File: config.mk
export PLATFORM = sky130hd
export DESIGN_NAME = dow_calc_seq_flat
export DESIGN_NICKNAME = d
export VERILOG_FILES = /design/src/rtl/dow_pkg.sv /design/src/rtl/dow_calc_seq_if.sv /design/src/rtl/year_div100.sv /design/src/rtl/dow_calc_seq.sv /design/src/flat_wrapper.sv
export SDC_FILE = /design/constraint.sdc
export NUM_CORES = 1
export LEC_CHECK = 0
export CAP_MARGIN = 5
export CORE_MARGIN = 5
export CORE_UTILIZATION = 50
export CTS_CLUSTER_DIAMETER = 150
export CTS_CLUSTER_SIZE = 28
export DETAILED_ROUTE_END_ITERATION = 10
export PLACE_DENSITY = 0.65
export SYNTH_ARGS = -nofsm -noshare
export SYNTH_HDL_FRONTEND = slang
export SYNTH_SLANG_ARGS = --single-unit
File: constraint.sdc
create_clock -name clk -period 16.2 [get_ports clk]
set_input_delay 2.43 -clock clk [delete_from_list [all_inputs] [get_ports clk]]
set_output_delay 2.43 -clock clk [all_outputs]
set_load 0.02 [all_outputs]
File: src/rtl/dow_pkg.sv
// Shared definitions for the day-of-week engine: FSM state, weekday and
// error-code encodings, and the month lookup tables used by the SUM stage.
package dow_pkg;

  typedef enum logic [1:0] {
    StIdle,
    StDiv,
    StSum,
    StDone
  } dow_state_e;

  // Weekday encoding, 0 = Sunday.
  localparam logic [2:0] SUN = 3'd0;
  localparam logic [2:0] MON = 3'd1;
  localparam logic [2:0] TUE = 3'd2;
  localparam logic [2:0] WED = 3'd3;
  localparam logic [2:0] THU = 3'd4;
  localparam logic [2:0] FRI = 3'd5;
  localparam logic [2:0] SAT = 3'd6;

  localparam logic [1:0] ERR_OK    = 2'd0;
  localparam logic [1:0] ERR_MONTH = 2'd1;
  localparam logic [1:0] ERR_DAY   = 2'd2;
  localparam logic [1:0] ERR_YEAR  = 2'd3;

  // Remainder of a divide-by-100 always fits in 7 bits.
  localparam int unsigned REM_W = 7;

  // Month offset for the adjusted-year weekday sum, months 1..12.
  function automatic logic [2:0] month_offset(input logic [3:0] month);
    logic [2:0] t;
    case (month)
      4'd1:    t = 3'd0;
      4'd2:    t = 3'd3;
      4'd3:    t = 3'd2;
      4'd4:    t = 3'd5;
      4'd5:    t = 3'd0;
      4'd6:    t = 3'd3;
      4'd7:    t = 3'd5;
      4'd8:    t = 3'd1;
      4'd9:    t = 3'd4;
      4'd10:   t = 3'd6;
      4'd11:   t = 3'd2;
      4'd12:   t = 3'd4;
      default: t = 3'd0;
    endcase
    return t;
  endfunction

  function automatic logic [4:0] days_in_month(input logic [3:0] month, input logic leap);
    logic [4:0] n;
    case (month)
      4'd2:                      n = leap ? 5'd29 : 5'd28;
      4'd4, 4'd6, 4'd9, 4'd11:   n = 5'd30;
      default:                   n = 5'd31;
    endcase
    return n;
  endfunction

endpackage

File: src/rtl/dow_calc_seq_if.sv
// Request/result handshake bundle for dow_calc_seq.
//   master: requester (drives request fields and out_ready)
//   slave : engine    (drives in_ready and the result fields)
interface dow_calc_seq_if #(
  parameter int unsigned YEAR_W = 12
);
  logic              in_valid;
  logic              in_ready;
  logic [4:0]        date;
  logic [3:0]        month;
  logic [YEAR_W-1:0] year;
  logic              julian;
  logic              out_valid;
  logic              out_ready;
  logic [2:0]        day;
  logic              err;
  logic [1:0]        err_code;

  modport master (
    output in_valid, date, month, year, julian, out_ready,
    input  in_ready, out_valid, day, err, err_code
  );

  modport slave (
    input  in_valid, date, month, year, julian, out_ready,
    output in_ready, out_valid, day, err, err_code
  );
endinterface

File: src/rtl/year_div100.sv
// Iterative restoring divider: dividend / 100, one quotient bit per cycle, MSB first.
//   clk, rst  : clock, async active-high reset
//   start     : load dividend and clear quotient/remainder
//   dividend  : value to divide
//   done      : high once YEAR_W iterations have completed, until next start
//   quotient  : dividend / 100
//   remainder : dividend % 100
module year_div100
  import dow_pkg::*;
#(
  parameter int unsigned YEAR_W = 12
) (
  input  logic              clk,
  input  logic              rst,
  input  logic              start,
  input  logic [YEAR_W-1:0] dividend,
  output logic              done,
  output logic [YEAR_W-1:0] quotient,
  output logic [REM_W-1:0]  remainder
);

  localparam int unsigned CntW = $clog2(YEAR_W + 1);

  logic [YEAR_W-1:0] dvd_q;
  logic [YEAR_W-1:0] quo_q;
  logic [REM_W-1:0]  rem_q;
  logic [CntW-1:0]   cnt_q;
  logic              done_q;
  logic [REM_W:0]    trial;
  logic              fits;

  // Partial remainder < 100, so the shifted trial value stays below 200.
  always_comb begin
    trial = {rem_q, dvd_q[YEAR_W-1]};
    fits  = trial >= (REM_W + 1)'(100);
  end

  always_ff @(posedge clk or posedge rst) begin
    if (rst) begin
      dvd_q  <= '0;
      quo_q  <= '0;
      rem_q  <= '0;
      cnt_q  <= '0;
      done_q <= 1'b0;
    end else if (start) begin
      dvd_q  <= dividend;
      quo_q  <= '0;
      rem_q  <= '0;
      cnt_q  <= CntW'(YEAR_W);
      done_q <= 1'b0;
    end else if (cnt_q != '0) begin
      rem_q  <= fits ? REM_W'(trial - (REM_W + 1)'(100)) : trial[REM_W-1:0];
      quo_q  <= {quo_q[YEAR_W-2:0], fits};
      dvd_q  <= dvd_q << 1;
      cnt_q  <= cnt_q - CntW'(1);
      done_q <= (cnt_q == CntW'(1));
    end
  end

  assign done      = done_q;
  assign quotient  = quo_q;
  assign remainder = rem_q;

endmodule

File: src/rtl/dow_calc_seq.sv
// Sequential day-of-week engine with date validation.
//   clk, rst : clock, async active-high reset
//   bus      : dow_calc_seq_if slave; request {date, month, year, julian},
//              result {day, err, err_code} held with out_valid until out_ready.
// Flow: IDLE (accept) -> DIV (year/100, YEAR_W iterations) -> SUM (register result) -> DONE.
module dow_calc_seq
  import dow_pkg::*;
#(
  parameter int unsigned YEAR_W = 12,
  parameter int unsigned SUM_W  = YEAR_W + 2
) (
  input logic                  clk,
  input logic                  rst,
  dow_calc_seq_if.slave        bus
);

  dow_state_e        state_q;
  logic [4:0]        date_q;
  logic [3:0]        month_q;
  logic [YEAR_W-1:0] year_q;
  logic              julian_q;
  logic              out_valid_q;
  logic [2:0]        day_q;
  logic              err_q;
  logic [1:0]        err_code_q;

  logic              accept;
  logic              div_done;
  logic [YEAR_W-1:0] q100;
  logic [REM_W-1:0]  r100;

  assign bus.in_ready = (state_q == StIdle) && !rst;
  assign accept       = bus.in_ready && bus.in_valid;

  // The divider loads straight from the bus on the accept edge.
  year_div100 #(
    .YEAR_W(YEAR_W)
  ) u_div (
    .clk      (clk),
    .rst      (rst),
    .start    (accept),
    .dividend (bus.year),
    .done     (div_done),
    .quotient (q100),
    .remainder(r100)
  );

  logic              leap;
  logic              adj;
  logic [YEAR_W-1:0] yp;
  logic [YEAR_W-1:0] yp_c;
  logic [SUM_W-1:0]  sum;
  logic [1:0]        ec_d;
  logic [2:0]        day_d;

  always_comb begin
    if (julian_q) begin
      leap = (year_q[1:0] == 2'd0);
    end else begin
      leap = (r100 != '0) ? (year_q[1:0] == 2'd0) : (q100[1:0] == 2'd0);
    end

    // Jan/Feb count as the tail of the previous year.
    adj  = (month_q < 4'd3);
    yp   = year_q - YEAR_W'(adj);
    yp_c = q100 - YEAR_W'(adj && (r100 == '0));

    if (julian_q) begin
      sum = SUM_W'(yp) + SUM_W'(yp >> 2) + SUM_W'(5)
          + SUM_W'(month_offset(month_q)) + SUM_W'(date_q);
    end else begin
      sum = SUM_W'(yp) + SUM_W'(yp >> 2) - SUM_W'(yp_c) + SUM_W'(yp_c >> 2)
          + SUM_W'(month_offset(month_q)) + SUM_W'(date_q);
    end

    if (month_q == 4'd0 || month_q > 4'd12) begin
      ec_d = ERR_MONTH;
    end else if (year_q == '0) begin
      ec_d = ERR_YEAR;
    end else if (date_q == 5'd0 || date_q > days_in_month(month_q, leap)) begin
      ec_d = ERR_DAY;
    end else begin
      ec_d = ERR_OK;
    end

    day_d = (ec_d != ERR_OK) ? SUN : 3'(sum % SUM_W'(7));
  end

  always_ff @(posedge clk or posedge rst) begin
    if (rst) begin
      state_q     <= StIdle;
      date_q      <= '0;
      month_q     <= '0;
      year_q      <= '0;
      julian_q    <= 1'b0;
      out_valid_q <= 1'b0;
      day_q       <= SUN;
      err_q       <= 1'b0;
      err_code_q  <= ERR_OK;
    end else begin
      unique case (state_q)
        StIdle: begin
          if (bus.in_valid) begin
            date_q   <= bus.date;
            month_q  <= bus.month;
            year_q   <= bus.year;
            julian_q <= bus.julian;
            state_q  <= StDiv;
          end
        end
        StDiv: begin
          if (div_done) state_q <= StSum;
        end
        StSum: begin
          out_valid_q <= 1'b1;
          day_q       <= day_d;
          err_q       <= (ec_d != ERR_OK);
          err_code_q  <= ec_d;
          state_q     <= StDone;
        end
        StDone: begin
          if (bus.out_ready) begin
            out_valid_q <= 1'b0;
            state_q     <= StIdle;
          end
        end
        default: state_q <= StIdle;
      endcase
    end
  end

  assign bus.out_valid = out_valid_q;
  assign bus.day       = day_q;
  assign bus.err       = err_q;
  assign bus.err_code  = err_code_q;

endmodule

File: src/flat_wrapper.sv
// flat-port wrapper written by rule: the top's interface ports become plain ports
module dow_calc_seq_flat import dow_pkg::*;
#(
  parameter int unsigned YEAR_W = 12,
  parameter int unsigned SUM_W  = YEAR_W + 2
)
  (clk, rst, bus_in_valid, bus_date, bus_month, bus_year, bus_julian, bus_out_ready, bus_in_ready, bus_out_valid, bus_day, bus_err, bus_err_code);
  dow_calc_seq_if #(.YEAR_W(YEAR_W)) bus_i ();
  input logic clk;
  input logic rst;
  input wire logic [$bits(bus_i.in_valid)-1:0] bus_in_valid;
  input wire logic [$bits(bus_i.date)-1:0] bus_date;
  input wire logic [$bits(bus_i.month)-1:0] bus_month;
  input wire logic [$bits(bus_i.year)-1:0] bus_year;
  input wire logic [$bits(bus_i.julian)-1:0] bus_julian;
  input wire logic [$bits(bus_i.out_ready)-1:0] bus_out_ready;
  output wire logic [$bits(bus_i.in_ready)-1:0] bus_in_ready;
  output wire logic [$bits(bus_i.out_valid)-1:0] bus_out_valid;
  output wire logic [$bits(bus_i.day)-1:0] bus_day;
  output wire logic [$bits(bus_i.err)-1:0] bus_err;
  output wire logic [$bits(bus_i.err_code)-1:0] bus_err_code;
  assign bus_i.in_valid = bus_in_valid;
  assign bus_i.date = bus_date;
  assign bus_i.month = bus_month;
  assign bus_i.year = bus_year;
  assign bus_i.julian = bus_julian;
  assign bus_i.out_ready = bus_out_ready;
  assign bus_in_ready = bus_i.in_ready;
  assign bus_out_valid = bus_i.out_valid;
  assign bus_day = bus_i.day;
  assign bus_err = bus_i.err;
  assign bus_err_code = bus_i.err_code;
  dow_calc_seq #(.YEAR_W(YEAR_W), .SUM_W(SUM_W)) u_core (.clk(clk), .rst(rst), .bus(bus_i));
endmodule
==> flow_results.org <==
** CTS
- In this run the post-CTS setup repair buffer count came out at 0.
- Post-CTS clock slew at the launch and capture registers of the worst setup and hold paths :: 60 ps
- TritonCTS built the clock tree.
- Insertion delay to the later sink of the worst-skew pair :: 340 ps
- Post-CTS resize count :: 0
- Counting along the longest clock path gives a buffer depth of 2.
- Number of CTS-inserted buffers :: 9
- Number of H-tree levels :: 3
- The root buffer cell chosen for the clock tree is clkbuf_16.
- Num Clock Sinks :: 67
- Hold repair after CTS inserted 0 buffers.

** Global route
- The first global-routing pass estimated 30600 um of wire.
- Overall global routing resource usage :: 0.198
- The via count of the first global-routing pass was 6416.
- Antenna violations before repair :: 0
- GRT Residual Overflow :: 0
- Pin count of the biggest net entering global routing :: 68

** Drt
- First-pass DRT Iterations :: 5
- DRC :: 0
- Via total after detailed routing :: 6775
- For this block, the initial DRC count from the detailed router was 303.
- Once detail routing completed, the nets flagged for antenna violations numbered 0.
- After detailed routing, the total wire length is 17800 um.
- Vias per cell :: 5.76
- In the final routed layout, each cell accounts on average for 15.2 um.

** Setup path
- Crit-path max FO :: 13
- Maximum cell stage delay along the critical path :: 760 ps
- STA classifies the critical path startpoint as a flop.
- Count of buffer and inverter cells on the critical path :: 2
- Data required, critical path :: 16420 ps
- For the worst flop-to-flop path, the logic depth is 49.
- In this run the number of cells on the critical path is 49.
- On the critical path, the stage with the largest delay is an instance of o22ai_1.
- The worst setup path is captured at a flop.
- Arrival time worst endpoint :: 13110 ps
- Among cell families on the critical path, the largest total delay comes from compound AO/OA/AOI/OAI gates.
- The worst setup path is of the reg -> reg kind.
- Among the stages of the critical path, the cell type that occurs most often is ha_1.

** Die
- The initial utilization of the core area, before any placement, comes to 0.506.
- From bottom edge to top edge, the die measures 137 um.
- Std-Cell Core Area :: 15800 um^2
- The die is 137 um wide.
- IO Pins :: 34
- The floorplan step defined a die boundary enclosing 18700 um^2.
- Row count :: 46

** Finish
- 0 antenna diodes ended up in the layout.
- In the final layout, the share of cells above drive strength 1 is 0.101.
- Leaving out fill and tap cells, the most frequent cell in the layout is nand2_1.
- The area growth from synthesis to layout is 10.2%.
- Final #Nets :: 1083
- Commonest cells after routing, fill and taps aside :: 96 x nand2_1, 84 x inv_1, 81 x ha_1

** STA
- Setup violations, final :: 0
- Unrepaired setup endpoints after global routing :: false
- The worst path needs 12890 ps of the cycle, external delays included.
- Final Hold Viols :: 0
- At the pin with the least slew margin, the transition time is 1100 ps.
- After routing, the total negative slack on setup checks comes to 0 ps.
- Setup slack closes at 3310 ps.
- Period utilisation layout :: 0.796
- Max-slew violations :: 0
- Final Hold Slack :: 494 ps
- The clock arrives with 10.6 ps of skew.
- Derived from the worst setup path, the maximum achievable clock frequency is 77.6 MHz.
- The worst pin sits at a relative slew slack of 0.266.

** Outcome
- Outcome :: completed

** Synth
- Most common flop cell mapped by yosys :: dfrtp_1
- The average instance in the mapped netlist occupies 8.55 um^2.
- Cell types with the largest area share after synthesis :: dfrtp_1 21%, ha_1 13%, fa_1 5.2%
- For this run, the register share of the synthesized area comes to 0.209.
- Post-synthesis cell type with the largest combined area :: dfrtp_1
- Synthesized netlist net count :: 1065
- Yosys mapped a number of flops with a built-in enable equal to 0.
- In this run, distinct cell masters in the synthesized netlist total 102.
- For this run, asynchronously set or reset flops after synthesis account for 1.00.
- Counting every instance in the synthesized netlist gives 937.
- Flip-flop and latch count after synthesis :: 67
- In this run the cell area of the synthesized design comes to 8010 um^2.
- Synthesis Warnings :: 0
- Of the post-synthesis cell area, the dominant cell type holds 0.209.

** Placed design
- Routability congestion estimate from global placement :: 0.890
- Input and output buffers added on the ports amount to 33.
- Timing analysis after detailed placement gives a worst setup slack of 3390 ps.
- Post-detailed-placement half-perimeter wirelength :: 14200 um

** Min path
- The worst hold path passes through 2 cells.
- In this run the worst hold path is classified as reg -> reg.

** Job
- # Max-Cap Violations :: 0
## final cells by class
cell class / instances / area, um^2
fill: 1473 / 7000
inverter: 85 / 319
tap: 216 / 270
clock inverter: 5 / 61.3
multi-input combinational: 755 / 5890
clock buffer: 11 / 253
sequential: 67 / 1680
timing repair buffer: 37 / 360
## path summary, 6_finish.rpt
check                                                     to  slack [ps]                     startpoint
max                            u_core.bus.day[2]$_DFFE_PP0P_        3310  u_core.month_q[0]$_DFFE_PP0P_
min in group asynchronous  u_core.u_div.cnt_q[3]$_DFFE_PP0P_        2780                            rst
max reg2reg                    u_core.bus.day[2]$_DFFE_PP0P_        3310  u_core.month_q[0]$_DFFE_PP0P_
min                               u_core.bus.err$_DFFE_PP0P_         490     u_core.bus.err$_DFFE_PP0P_
min reg2reg                       u_core.bus.err$_DFFE_PP0P_         490     u_core.bus.err$_DFFE_PP0P_
max in group asynchronous       u_core.year_q[3]$_DFFE_PP0P_       12870                            rst
## sequential cells by signal, summed over array words and instances (netlist names), 3 cells and up
register,count
u_core.bus.day,3
u_core.date_q,5
u_core.month_q,4
u_core.u_div.cnt_q,4
u_core.u_div.dvd_q,12
u_core.u_div.quotient,12
u_core.u_div.remainder,7
u_core.year_q,12
## cells in the mapped netlist (all sizes together) (12+ instances only)
master and instances:
mux2i 22, o21ai 59, xnor2 33, a211oi 18, o211ai 15, nor2 54, a21oi 52, nand2 97
nor3 18, a21o 12, nor4 15, or3 14, o21a 14, dfrtp 67, inv 85, ha 81
nand3 14, xor2 21, fa 21, clkbuf 20, mux2 26
## metrics by stage
step | util | instances | instance area [um^2]
floorplan | - | 937 | 8010
detailed placement | 0.538 | 1160 | 8520
CTS | 0.558 | 1176 | 8830
global route | 0.558 | 1176 | 8830
global placement | 0.538 | 1160 | 8520
finish | 0.558 | 1176 | 8830
## cell families (layout without fill, tap and decap cells)
kind of cell	after synthesis	in the layout	synth area share
AND/OR/NAND/NOR	285	285	0.191
AO/OA/AOI/OAI	262	262	0.234
buffers and inverters	115	138	0.0559
adder cells (fa/ha/maj)	105	105	0.183
flip-flops	67	67	0.209
XOR/XNOR	55	55	0.0620
multiplexers	48	48	0.0656
## metal layers
layer	routed length, um	track usage	share of wire
met5	0	0	0
met4	283	0.0549	0.016
met3	368	0.0224	0.021
met2	8420	0.327	0.47
met1	8780	0.275	0.49
## tightest hold or removal path, cell delays in order, from the launching register on
cell and delay [ps]:
dfrtp_1 340, nor2_1 40, nor2_1 70
Power is not shown: default switching activity piles up to over one toggle a cycle in this logic, so the estimate is an artifact.
